===== config.mk =====
export PLATFORM = sky130hd
export DESIGN_NAME = cim_bank_writer
export DESIGN_NICKNAME = d
export VERILOG_FILES = /design/src/rtl/cim_pkg.sv /design/src/rtl/cim_wa_decode.sv /design/src/rtl/cim_bank_writer.sv
export SDC_FILE = /design/constraint.sdc
export NUM_CORES = 1
export LEC_CHECK = 0
export CAP_MARGIN = 40
export CORE_ASPECT_RATIO = 0.75
export CORE_MARGIN = 10
export CORE_UTILIZATION = 41
export DETAILED_ROUTE_END_ITERATION = 8
export DONT_BUFFER_PORTS = 1
export PLACE_DENSITY = 0.6
export SLEW_MARGIN = 20
export SYNTH_ARGS = -nofsm -noshare
export SYNTH_HDL_FRONTEND = slang
export SYNTH_SLANG_ARGS = --single-unit

===== constraint.sdc =====
create_clock -name clk -period 1.59 [get_ports clk]
set_input_delay 0.477 -clock clk [delete_from_list [all_inputs] [get_ports clk]]
set_output_delay 0.477 -clock clk [all_outputs]
set_load 0.01 [all_outputs]

===== src/rtl/cim_pkg.sv =====
// cim_pkg: shared types and constants for the CIM bank write path.
//   CIM_DATA_W     - default weight word width (cim_bank D width)
//   CIM_ROWS       - default number of bank rows (cim_bank WA width)
//   cim_wr_state_t - write sequencer state encoding
package cim_pkg;

  localparam int CIM_DATA_W = 24;
  localparam int CIM_ROWS   = 8;

  typedef enum logic [2:0] {
    ST_IDLE  = 3'd0,
    ST_FETCH = 3'd1,
    ST_SETUP = 3'd2,
    ST_PULSE = 3'd3,
    ST_HOLD  = 3'd4
  } cim_wr_state_t;

endpackage


===== src/rtl/cim_wa_decode.sv =====
// cim_wa_decode: binary row index to registered one-hot bank write address.
// Ports:
//   clk - clock, rising edge
//   rst - synchronous active-high reset (clears wa)
//   en  - when high, wa takes 1<<row at the next edge; otherwise wa clears
//   row - binary row index (0..ROWS-1)
//   wa  - registered one-hot write address, all-zero when not enabled
module cim_wa_decode
  import cim_pkg::*;
#(
  parameter int ROWS = CIM_ROWS
) (
  input  logic                    clk,
  input  logic                    rst,
  input  logic                    en,
  input  logic [$clog2(ROWS)-1:0] row,
  output logic [ROWS-1:0]         wa
);

  logic [ROWS-1:0] wa_d;
  logic [ROWS-1:0] wa_q;

  // One-hot decode of the row index, gated by the enable.
  always_comb begin
    wa_d = '0;
    if (en) begin
      wa_d[row] = 1'b1;
    end else begin
      wa_d = '0;
    end
  end

  // Write-address register.
  always_ff @(posedge clk) begin
    if (rst) begin
      wa_q <= '0;
    end else begin
      wa_q <= wa_d;
    end
  end

  assign wa = wa_q;

endmodule


===== src/rtl/cim_bank_writer.sv =====
// cim_bank_writer: write-side sequencer for cim_bank.
// Accepts a row-load command (cmd_row, cmd_len) and a valid/ready stream of
// weight words. For every row it fetches one word, holds it on D with WA=0
// (setup), raises one WA bit (pulse), then holds D with WA=0 again (hold).
// Ports:
//   clk, rst            - clock (rising edge), synchronous active-high reset
//   cmd_valid/cmd_ready - load command handshake (ready only in IDLE)
//   cmd_row, cmd_len    - first row, row count (0 = no-op, >ROWS clamped)
//   s_valid/s_ready     - weight stream handshake (ready only in FETCH)
//   s_data              - weight word
//   D, WA               - registered bank data / one-hot write address
//   busy                - sequencer not idle
//   done                - one-cycle pulse when a command completes
//   wr_count            - saturating count of completed pulses; present only
//                         when CIM_BANK_WRITER_CNT_EN is defined
module cim_bank_writer
  import cim_pkg::*;
#(
  parameter int DATA_W    = CIM_DATA_W,
  parameter int ROWS      = CIM_ROWS,
  parameter int SETUP_CYC = 1,
  parameter int PULSE_CYC = 1,
  parameter int HOLD_CYC  = 1
) (
  input  logic                    clk,
  input  logic                    rst,
  input  logic                    cmd_valid,
  output logic                    cmd_ready,
  input  logic [$clog2(ROWS)-1:0] cmd_row,
  input  logic [$clog2(ROWS):0]   cmd_len,
  input  logic                    s_valid,
  output logic                    s_ready,
  input  logic [DATA_W-1:0]       s_data,
  output logic [DATA_W-1:0]       D,
  output logic [ROWS-1:0]         WA,
  output logic                    busy,
  output logic                    done
`ifdef CIM_BANK_WRITER_CNT_EN
  ,
  output logic [15:0]             wr_count
`endif
);

  localparam int RW      = $clog2(ROWS);
  localparam int MAX_CYC = (SETUP_CYC > PULSE_CYC)
                           ? ((SETUP_CYC > HOLD_CYC) ? SETUP_CYC : HOLD_CYC)
                           : ((PULSE_CYC > HOLD_CYC) ? PULSE_CYC : HOLD_CYC);
  // The counter holds (phase length - 1), so clog2(MAX_CYC) bits suffice.
  localparam int CNT_W   = (MAX_CYC > 1) ? $clog2(MAX_CYC) : 1;

  localparam logic [CNT_W-1:0] SETUP_LD = CNT_W'(SETUP_CYC - 1);
  localparam logic [CNT_W-1:0] PULSE_LD = CNT_W'(PULSE_CYC - 1);
  localparam logic [CNT_W-1:0] HOLD_LD  = CNT_W'(HOLD_CYC - 1);
  localparam logic [RW:0]      ROWS_LEN = (RW+1)'(ROWS);
  localparam logic [RW-1:0]    LAST_ROW = RW'(ROWS - 1);

  cim_wr_state_t     state_d, state_q;
  logic [CNT_W-1:0]  cnt_d, cnt_q;
  logic [RW-1:0]     row_d, row_q;
  logic [RW:0]       rem_d, rem_q;
  logic [DATA_W-1:0] d_d, d_q;
  logic              done_d, done_q;
  logic              wa_en;
  logic [RW:0]       len_clamped;

  assign len_clamped = (cmd_len > ROWS_LEN) ? ROWS_LEN : cmd_len;

  // Next-state, phase counter and datapath updates.
  always_comb begin
    state_d = state_q;
    cnt_d   = cnt_q;
    row_d   = row_q;
    rem_d   = rem_q;
    d_d     = d_q;
    done_d  = 1'b0;
    wa_en   = 1'b0;
    case (state_q)
      ST_IDLE: begin
        if (cmd_valid) begin
          row_d = cmd_row;
          rem_d = len_clamped;
          if (len_clamped != '0) begin
            state_d = ST_FETCH;
          end else begin
            // Zero-length command completes without leaving IDLE.
            done_d = 1'b1;
          end
        end else begin
          state_d = ST_IDLE;
        end
      end
      ST_FETCH: begin
        if (s_valid) begin
          d_d     = s_data;
          cnt_d   = SETUP_LD;
          state_d = ST_SETUP;
        end else begin
          state_d = ST_FETCH;
        end
      end
      ST_SETUP: begin
        if (cnt_q == '0) begin
          cnt_d   = PULSE_LD;
          state_d = ST_PULSE;
          wa_en   = 1'b1;
        end else begin
          cnt_d = cnt_q - {{(CNT_W-1){1'b0}}, 1'b1};
        end
      end
      ST_PULSE: begin
        if (cnt_q == '0) begin
          cnt_d   = HOLD_LD;
          state_d = ST_HOLD;
        end else begin
          // WA is registered, so keep the enable up while PULSE continues.
          cnt_d = cnt_q - {{(CNT_W-1){1'b0}}, 1'b1};
          wa_en = 1'b1;
        end
      end
      ST_HOLD: begin
        if (cnt_q == '0) begin
          rem_d = rem_q - {{RW{1'b0}}, 1'b1};
          if (row_q == LAST_ROW) begin
            row_d = '0;
          end else begin
            row_d = row_q + {{(RW-1){1'b0}}, 1'b1};
          end
          if (rem_q == {{RW{1'b0}}, 1'b1}) begin
            state_d = ST_IDLE;
            done_d  = 1'b1;
          end else begin
            state_d = ST_FETCH;
          end
        end else begin
          cnt_d = cnt_q - {{(CNT_W-1){1'b0}}, 1'b1};
        end
      end
      default: begin
        state_d = ST_IDLE;
      end
    endcase
  end

  // Sequencer state and datapath registers.
  always_ff @(posedge clk) begin
    if (rst) begin
      state_q <= ST_IDLE;
      cnt_q   <= '0;
      row_q   <= '0;
      rem_q   <= '0;
      d_q     <= '0;
      done_q  <= 1'b0;
    end else begin
      state_q <= state_d;
      cnt_q   <= cnt_d;
      row_q   <= row_d;
      rem_q   <= rem_d;
      d_q     <= d_d;
      done_q  <= done_d;
    end
  end

  cim_wa_decode #(
    .ROWS (ROWS)
  ) u_wa_decode (
    .clk (clk),
    .rst (rst),
    .en  (wa_en),
    .row (row_q),
    .wa  (WA)
  );

  assign D         = d_q;
  assign done      = done_q;
  assign busy      = (state_q != ST_IDLE);
  assign cmd_ready = (state_q == ST_IDLE);
  assign s_ready   = (state_q == ST_FETCH);

`ifdef CIM_BANK_WRITER_CNT_EN
  logic        pulse_end;
  logic [15:0] wr_count_d, wr_count_q;

  assign pulse_end = (state_q == ST_PULSE) && (cnt_q == '0);

  // Saturating count of completed write pulses.
  always_comb begin
    wr_count_d = wr_count_q;
    if (pulse_end && (wr_count_q != 16'hFFFF)) begin
      wr_count_d = wr_count_q + 16'd1;
    end else begin
      wr_count_d = wr_count_q;
    end
  end

  // Pulse counter register.
  always_ff @(posedge clk) begin
    if (rst) begin
      wr_count_q <= 16'd0;
    end else begin
      wr_count_q <= wr_count_d;
    end
  end

  assign wr_count = wr_count_q;
`endif

endmodule

==> results.toml, run 1 <==
[run_status]
run_status = "finished, violations left"
violations = "setup timing"

[placement]
place.port_buffers = 0
postPlaceCellArea_um2 = 1900
dp.final_hpwl_um = 3500
place_ws_ns = 0.182
finalWeightedCongestion = 0.792

[synth]
post_synth_instance_area_um2 = 1830
syn_avg_cell_area_um2 = 8.75
share_of_async_settable_or_async_resettable_flops_after_synthesis_pct = 0
yosys_reg_bits = 43
synthCells = 209
synth.most_common_cell = "sky130_fd_sc_hd__nand2_1"
syn_nets = 248
yosys-top-cells-area = "sky130_fd_sc_hd__dfxtp_1 (47%), sky130_fd_sc_hd__nand2_1 (10%), sky130_fd_sc_hd__a21oi_1 (8.2%), sky130_fd_sc_hd__ha_1 (2.7%), sky130_fd_sc_hd__nor2_1 (2.7%)"
yosysWarnings = 0
synth_edf_count = 0
yosys.area.top_type_share_pct = 47.1
yosys.area.top_type = "sky130_fd_sc_hd__dfxtp_1"
most_used_flip_flop_cell_after_synthesis = "sky130_fd_sc_hd__dfxtp_1"
synth_cell_types = 42
ys_seq_area_share_pct = 47.1
synth_top_cells_by_count = "sky130_fd_sc_hd__nand2_1 (50), sky130_fd_sc_hd__dfxtp_1 (43), sky130_fd_sc_hd__a21oi_1 (30)"

[power_and_ir_drop]
sequentialPowerShare_pct = 55.4
p_leak_nw = 0.726
fin_total_pwr_mw = 2.15
ir_worst_vdd_mv = 0.465
internal_power_mw = 1.58
p_switching_mw = 0.575
power.switching_fraction_pct = 26.7
clockPowerShare_pct = 30.8
power_density_nw_per_um2 = 1060
combinationalPowerShare_pct = 13.8

[final_layout]
regArea_um2 = 867
n_antenna_cell = 0
design_area_um2 = 2020
layout_stage_area_growth_over_the_synthesis_result_pct = 10.7
num-nets-final = 253
layout.filler_cells = 390
footprint_of_the_multi_input_gates_um2 = 887
drive_above_1_share_pct = 17.2

[sta]
finalHoldViolCount = 0
tightest_slew_ns = 0.467
setup_viol = 1
setup-tns-final_ns = -0.00143
setup_repair_after_global_routing_missed_its_margin = "yes"
maxSlewHeadroom_pct = 68.6
skew_ns = 0.0102
layout_worst_path_cycle_share_pct = 100
final_period_minus_worst_setup_slack_ns = 1.59
hold_ws_ns = 0.245
slew_violations = 0
finalWorstSetupSlack_ns = -0.00143
fmax_mhz = 628

[floorplan]
die_x_um = 97.1
std_cell_rows = 20
floorplan.initialDensity_pct = 43.8
core_um2 = 4180
ioPinCount = 71
die_area_um2 = 7560
die_height_um = 77.8

[critical_path]
critPathLaunch = "state_q[1]"
crit_end = "cmd_ready"
path_class = "reg2out"
req_time_crit_path_ns = 1.11
regToRegSetupSlack_ns = 0.06
critPathMaxFanout = 4
critical_path_arrival_ns = 1.11
timing.reg2reg.worst_path_depth = 6
regToRegStartpoint = "state_q[1]"
critPathLaunchType = "flop"
cp-end-kind = "primary output"
rr_endpoint = "rem_q[2]"

[drt]
route.vias.total = 1449
wl_per_cell_um = 17.0
router_iterations_before_antenna_repair = 4
drtIter0Drc = 30
post_drt_via_cell_ratio = 5.37
post-route-drc-count = 0
totalWireLength_um = 4590
final_antenna_net_count = 0

[global_route]
antenna_found_initial = 0
grt_pass1_vias = 1424
wire_length_of_the_first_global_routing_pass_um = 7290
globalRouteTotalUtil_pct = 11.5
grt.overflow.total = 0
grt_start_max_net_pins = 39

[clocking]
clkSinkCount = 43
root_buf_cell = "sky130_fd_sc_hd__clkbuf_8"
clk_latency_ns = 0.29
htreeDepth = 2
cts-buffers-inserted = 5
clock_tree.buffer_depth = 2
holdBufCountCts = 0
clk_pin_slew_ns = 0.09
clock_tree_from_tritoncts = "done"

[worst_hold_path]
hp-class = "in2reg"

[job]
max_cap_violation_count = 0
repair_timing:
| item | CTS | global route |
|---|---|---|
| endpoints found under the setup margin | 3 | 3 |
| resized for setup | 3 | 6 |
| buffers inserted | 0 | 2 |
| pin swaps | 0 | 1 |
metal layers:
metal	global-route usage [%]	vias up	routed length [µm]
li1	-	718	-
met1	13.8	677	2050
met2	18.2	52	2170
met3	4.87	2	346
met4	3.24	0	19
met5	0	-	0
per-stage QoR:
stage / cells / util [%]
6_report: 270 / 48.4
5_1_grt: 270 / 48.4
4_1_cts: 268 / 47.6
3_5_place_dp: 260 / 45.4
3_3_place_gp: 260 / 45.4
2_1_floorplan: 209 / -
final cells by class:
class | count | share of cell area, %
Clock inverter | 2 | 0.618
Clock buffer | 6 | 3.58
Sequential cell | 43 | 42.8
Timing Repair Buffer | 13 | 5.01
Tap cell | 55 | 3.40
Inverter | 4 | 0.742
Multi-Input combinational cell | 147 | 43.8
worst max-delay path, stage by stage, from the launching register on:
cell	delay [ns]
sky130_fd_sc_hd__dfxtp_4	0.37
sky130_fd_sc_hd__or2_4	0.24
sky130_fd_sc_hd__nor2_4	0.12
sky130_fd_sc_hd__buf_6	0.11
worst min-delay path by stage:
stage	cells after the start	end	slack [ns]	from
4_1_cts	1	row_q[0]	0.23	rst
3_3_place_gp	2	D[12]	0.49	D[12]
5_1_grt	1	row_q[0]	0.23	rst
3_5_place_dp	2	D[5]	0.50	D[5]
6_report	1	row_q[0]	0.25	rst
2_1_floorplan	2	D[0]	0.48	D[0]
cells by family after synthesis:
group / synth area share, %
AO/OA/AOI/OAI: 16.1
adder cells (fa/ha/maj): 2.74
buffers and inverters: 5.27
flip-flops: 47.1
multiplexers: 2.19
AND/OR/NAND/NOR: 26.6
power groups by stage:
stage	Clock [mW]	Combinational [mW]	Sequential [mW]
after floorplan	0	0.228	1.20
after global placement	0	0.261	1.22
after detailed placement	0	0.274	1.22
after CTS	0.690	0.276	1.20
after global routing	0.738	0.330	1.20
final	0.663	0.297	1.19
cells in the final DEF (no fill, tap or decap), types with 2 or more instances in the layout:
master	n
sky130_fd_sc_hd__o21ai_0	2
sky130_fd_sc_hd__buf_4	12
sky130_fd_sc_hd__a211oi_1	2
sky130_fd_sc_hd__nor3_1	4
sky130_fd_sc_hd__a32oi_1	2
sky130_fd_sc_hd__nand2_1	50
sky130_fd_sc_hd__dfxtp_2	2
sky130_fd_sc_hd__a21oi_1	30
sky130_fd_sc_hd__inv_1	4
sky130_fd_sc_hd__a311oi_1	2
sky130_fd_sc_hd__nand2b_1	5
sky130_fd_sc_hd__dfxtp_1	40
sky130_fd_sc_hd__ha_1	4
sky130_fd_sc_hd__clkbuf_8	5
sky130_fd_sc_hd__nand3b_1	2
sky130_fd_sc_hd__nor2b_1	4
sky130_fd_sc_hd__mux2i_1	4
sky130_fd_sc_hd__nor2_1	12
flip-flops by register name, summed over array words and instances (netlist names):
name,count
row_q,3
D,24
state_q,3
rem_q,4
u_wa_decode.wa,8
done,1
Note: power is estimated with default switching activity, not from simulation.
==> run 2, diff against run 1 <==
--- a/config.mk
+++ b/config.mk
@@ -5,6 +5,7 @@
 export SDC_FILE = /design/constraint.sdc
 export NUM_CORES = 1
 export LEC_CHECK = 0
+export ABC_AREA = 1
 export CAP_MARGIN = 40
 export CORE_ASPECT_RATIO = 0.75
 export CORE_MARGIN = 10
==> results.toml, run 2 <==
[drt]
final_antenna_net_count = 0
totalWireLength_um = 4190
wl_per_cell_um = 14.3
drtIter0Drc = 69
router_iterations_before_antenna_repair = 4
post-route-drc-count = 0
route.vias.total = 1424
post_drt_via_cell_ratio = 4.86

[final_layout]
largest_register_ffs = 24
layout_stage_area_growth_over_the_synthesis_result_pct = 10.1
final_util_pct = 46.7
most_frequent_cells_in_the_layout = "sky130_fd_sc_hd__nor2_1 (73), sky130_fd_sc_hd__dfxtp_1 (41), sky130_fd_sc_hd__o21ai_0 (30)"
mostFrequentLayoutCell = "sky130_fd_sc_hd__nor2_1"
drive_above_1_share_pct = 8.82
num-nets-final = 276
n_antenna_cell = 0

[synth]
yosys.area.top_type_share_pct = 50.0
synth_cell_types = 20
synth_top_cells_by_count = "sky130_fd_sc_hd__nor2_1 (74), sky130_fd_sc_hd__dfxtp_1 (43), sky130_fd_sc_hd__o21ai_0 (30)"
most_used_flip_flop_cell_after_synthesis = "sky130_fd_sc_hd__dfxtp_1"
share_of_async_settable_or_async_resettable_flops_after_synthesis_pct = 0
yosys-top-cells-area = "sky130_fd_sc_hd__dfxtp_1 (50%), sky130_fd_sc_hd__nor2_1 (16%), sky130_fd_sc_hd__o21ai_0 (8.7%), sky130_fd_sc_hd__nand2_1 (6.1%), sky130_fd_sc_hd__inv_1 (3.7%)"
ys_seq_area_share_pct = 50.0
yosysWarnings = 0
synth_edf_count = 0
syn_nets = 272
post_synth_instance_area_um2 = 1720
synth.most_common_cell = "sky130_fd_sc_hd__nor2_1"
syn_avg_cell_area_um2 = 7.38
synthCells = 233
yosys.area.top_type = "sky130_fd_sc_hd__dfxtp_1"
yosys_reg_bits = 43

[sta]
skew_ns = 0.00415
slew_violations = 0
layout_worst_path_cycle_share_pct = 96.9
setup_repair_after_global_routing_missed_its_margin = "yes"
tightest_slew_ns = 0.406
finalHoldViolCount = 0
finalWorstSetupSlack_ns = 0.0495
setup_viol = 0
maxSlewHeadroom_pct = 72.9
final_period_minus_worst_setup_slack_ns = 1.54
setup-tns-final_ns = 0
fmax_mhz = 649

[clocking]
holdBufCountCts = 0
clkSinkCount = 43
cts-buffers-inserted = 5
clk_pin_slew_ns = 0.08
clock_tree.buffer_depth = 2
htreeDepth = 2
root_buf_cell = "sky130_fd_sc_hd__clkbuf_8"
clock_tree_from_tritoncts = "done"
clk_latency_ns = 0.29

[placement]
place_ws_ns = 0.207
dp.final_hpwl_um = 3210
finalWeightedCongestion = 0.841
place.port_buffers = 0

[critical_path]
critPathLaunchType = "flop"
timing.reg2reg.worst_path_depth = 7
path_class = "reg2out"
critPathLaunch = "state_q[0]"
crit_end = "cmd_ready"
req_time_crit_path_ns = 1.11
critPathMaxFanout = 5
critical_path_arrival_ns = 1.06
regToRegStartpoint = "state_q[1]"
regToRegSetupSlack_ns = 0.20
rr_endpoint = "state_q[0]"
cp-end-kind = "primary output"

[floorplan]
die_area_um2 = 7210
ioPinCount = 71
std_cell_rows = 20
die_x_um = 94.8
core_um2 = 4050
die_height_um = 76.1
floorplan.initialDensity_pct = 42.4

[power_and_ir_drop]
p_leak_nw = 0.855
ir_worst_vdd_mv = 0.751
power_density_nw_per_um2 = 1210

[worst_hold_path]
hp-class = "in2reg"

[job]
max_cap_violation_count = 0

[global_route]
wire_length_of_the_first_global_routing_pass_um = 6860
grt.overflow.total = 0
globalRouteTotalUtil_pct = 11.7
grt_start_max_net_pins = 26
antenna_found_initial = 0
grt_pass1_vias = 1406

[run_status]
run_status = "finished clean"
-- run 2: worst max-delay path, cell delays in order (launching register included) --
cell	delay, ns
sky130_fd_sc_hd__dfxtp_1	0.32
sky130_fd_sc_hd__inv_2	0.10
sky130_fd_sc_hd__nand2_1	0.07
sky130_fd_sc_hd__nor2_2	0.14
sky130_fd_sc_hd__buf_4	0.15
-- run 2: metrics by stage --
stage	hold WS, ns	cell area [µm²]	total power [mW]	cells
global route	0.222	1890	2.43	293
finish	0.238	1890	2.30	293
detailed placement	0.486	1770	1.48	284
floorplan	0.466	1720	1.42	233
global placement	0.481	1770	1.47	284
CTS	0.228	1890	2.33	293
-- run 2: timing repair --
item	CTS	global route
gates resized for setup	2	1
buffers inserted	1	0
setup endpoints to repair	2	3
pin swaps	1	1
-- run 2: worst min path at each step --
stage | startpoint | end | slack, ns | cells past startpoint
after floorplan | state_q[2] | state_q[2] | 0.47 | 1
after global placement | state_q[2] | state_q[2] | 0.48 | 1
after detailed placement | rem_q[3] | rem_q[3] | 0.49 | 2
after CTS | rst | state_q[1] | 0.23 | 1
after global routing | rst | state_q[1] | 0.22 | 1
final | rst | state_q[1] | 0.24 | 1
-- run 2: layout make-up --
type | count | area [µm²]
fillers | 431 | 2160
well taps | 55 | 68.8
clock buffers | 5 | 68.8
clock inverters | 3 | 43.8
flip-flops and latches | 43 | 863
inverters | 19 | 71.3
repair buffers | 5 | 37.5
multi-input cells | 163 | 741
-- run 2: kinds of logic (layout without fill, tap and decap cells) --
| group | count (synthesis) | after routing | share of synthesized area (%) |
|---|---|---|---|
| adder cells (fa/ha/maj) | 4 | 4 | 2.91 |
| AO/OA/AOI/OAI | 39 | 39 | 11.5 |
| AND/OR/NAND/NOR | 119 | 119 | 28.0 |
| XOR/XNOR | 1 | 1 | 0.509 |
| buffers and inverters | 27 | 32 | 7.05 |
| flip-flops | 43 | 43 | 50.0 |
-- run 2: metal layers --
metal	vias up	share of wire [%]	GRT usage, %
met5	-	0	0
met4	0	0.84	4.03
met3	5	15	8.07
met1	612	46	14.4
met2	63	39	15.7
li1	744	-	-
-- run 2: power by group --
part / total [mW] / switching (mW) / internal [mW]
Clock: 0.842 / 0.374 / 0.468
Sequential: 1.22 / 0.0747 / 1.14
Combinational: 0.238 / 0.149 / 0.0887
==> run 3, diff against run 2 <==
--- a/config.mk
+++ b/config.mk
@@ -7,7 +7,7 @@
 export LEC_CHECK = 0
 export ABC_AREA = 1
 export CAP_MARGIN = 40
-export CORE_ASPECT_RATIO = 0.75
+export CORE_ASPECT_RATIO = 2
 export CORE_MARGIN = 10
 export CORE_UTILIZATION = 41
 export DETAILED_ROUTE_END_ITERATION = 8
==> results.toml, run 3 (same netlist as run 2, synthesis figures left out) <==
[sta]
maxSlewHeadroom_pct = 69.7
hold_ws_ns = 0.247
skew_ns = 0.00670
setup_repair_after_global_routing_missed_its_margin = "yes"
tightest_slew_ns = 0.454
setup_viol = 0
fmax_mhz = 658
slew_violations = 0
finalWorstSetupSlack_ns = 0.0699
layout_worst_path_cycle_share_pct = 95.6
finalHoldViolCount = 0
final_period_minus_worst_setup_slack_ns = 1.52
setup-tns-final_ns = 0

[critical_path]
regToRegStartpoint = "state_q[1]"
path_class = "reg2out"
critical_path_arrival_ns = 1.04
cp-end-kind = "primary output"
req_time_crit_path_ns = 1.11
critPathLaunch = "state_q[1]"
critPathLaunchType = "flop"
critPathMaxFanout = 5

[clocking]
clk_latency_ns = 0.29
cts-buffers-inserted = 5
clock_tree.buffer_depth = 2
clkSinkCount = 43
clock_tree_from_tritoncts = "done"
root_buf_cell = "sky130_fd_sc_hd__clkbuf_8"
htreeDepth = 2
clk_pin_slew_ns = 0.07

[drt]
drtIter0Drc = 87
final_antenna_net_count = 0
post_drt_via_cell_ratio = 4.95
router_iterations_before_antenna_repair = 4
post-route-drc-count = 0
totalWireLength_um = 4330
wl_per_cell_um = 14.8
route.vias.total = 1446

[final_layout]
design_area_um2 = 1900
layout_stage_area_growth_over_the_synthesis_result_pct = 10.5
finalNonFillerCells = 292
most_frequent_cells_in_the_layout = "sky130_fd_sc_hd__nor2_1 (73), sky130_fd_sc_hd__dfxtp_1 (41), sky130_fd_sc_hd__o21ai_0 (30)"
n_antenna_cell = 0
num-nets-final = 278
drive_above_1_share_pct = 10.0
layout.filler_cells = 438
final_util_pct = 46.5
largest_register_ffs = 24
mostFrequentLayoutCell = "sky130_fd_sc_hd__nor2_1"

[global_route]
antenna_found_initial = 0
globalRouteTotalUtil_pct = 11.9
grt_start_max_net_pins = 26
wire_length_of_the_first_global_routing_pass_um = 6990
grt.overflow.total = 0
grt_pass1_vias = 1421

[floorplan]
die_area_um2 = 7340
die_height_um = 112
core_um2 = 4090
floorplan.initialDensity_pct = 42.1
ioPinCount = 71
die_x_um = 65.8
std_cell_rows = 33

[power_and_ir_drop]
fin_total_pwr_mw = 2.21
power_density_nw_per_um2 = 1160
p_leak_nw = 0.855
ir_worst_vdd_mv = 0.588

[worst_hold_path]
timing.hold.worst.start = "rst"
hp-class = "in2reg"

[run_status]
run_status = "finished clean"

[placement]
placed_cells = 282
finalWeightedCongestion = 0.765
dp.final_hpwl_um = 3300
postPlaceCellArea_um2 = 1770
place_ws_ns = -0.0400
place.port_buffers = 0

[job]
max_cap_violation_count = 0
-- run 3: path summary, 6_finish.rpt --
path                endpoint  slack [ns]  cells after the start
setup reg to reg  state_q[0]        0.24                      7
hold reg to reg   state_q[2]        0.50                      1
setup / recovery   cmd_ready        0.07                      4
hold / removal    state_q[1]        0.25                      1
-- run 3: area by class of cell --
cell class / instances / area [µm²] / share of cell area, %
sequential: 43 / 863 / 45.4
multi-input combinational: 164 / 752 / 39.6
clock buffer: 7 / 96.3 / 5.07
inverter: 19 / 71.3 / 3.75
tap: 52 / 65.1 / 3.42
timing repair buffer: 6 / 45.0 / 2.37
clock inverter: 1 / 7.51 / 0.395
-- run 3: worst max-delay path: stages, from the launching register on --
cell                      delay [ns]
sky130_fd_sc_hd__dfxtp_2        0.35
sky130_fd_sc_hd__inv_1          0.07
sky130_fd_sc_hd__nand2_1        0.08
sky130_fd_sc_hd__nor2_4         0.12
sky130_fd_sc_hd__buf_4          0.14
-- run 3: where the power goes --
| group | switching [mW] | internal, mW |
|---|---|---|
| Clock | 0.362 | 0.395 |
| Sequential | 0.0734 | 1.14 |
| Combinational | 0.153 | 0.0869 |
| Total | 0.588 | 1.63 |
-- run 3: per-layer routing --
| metal | global-route usage (%) | share of wire [%] | wire length (µm) |
|---|---|---|---|
| met5 | 0 | 0 | 0 |
| met4 | 5.32 | 2.1 | 93 |
| met3 | 3.92 | 8.3 | 359 |
| met2 | 22.2 | 53 | 2310 |
| met1 | 10.9 | 36 | 1570 |
-- run 3: what timing repair did --
item,in CTS,in global routing
hold buffers,0,0
gates resized for setup,1,4
pin swaps,1,1
buffers inserted,0,1
endpoints found under the setup margin,26,28
cloned,1,0
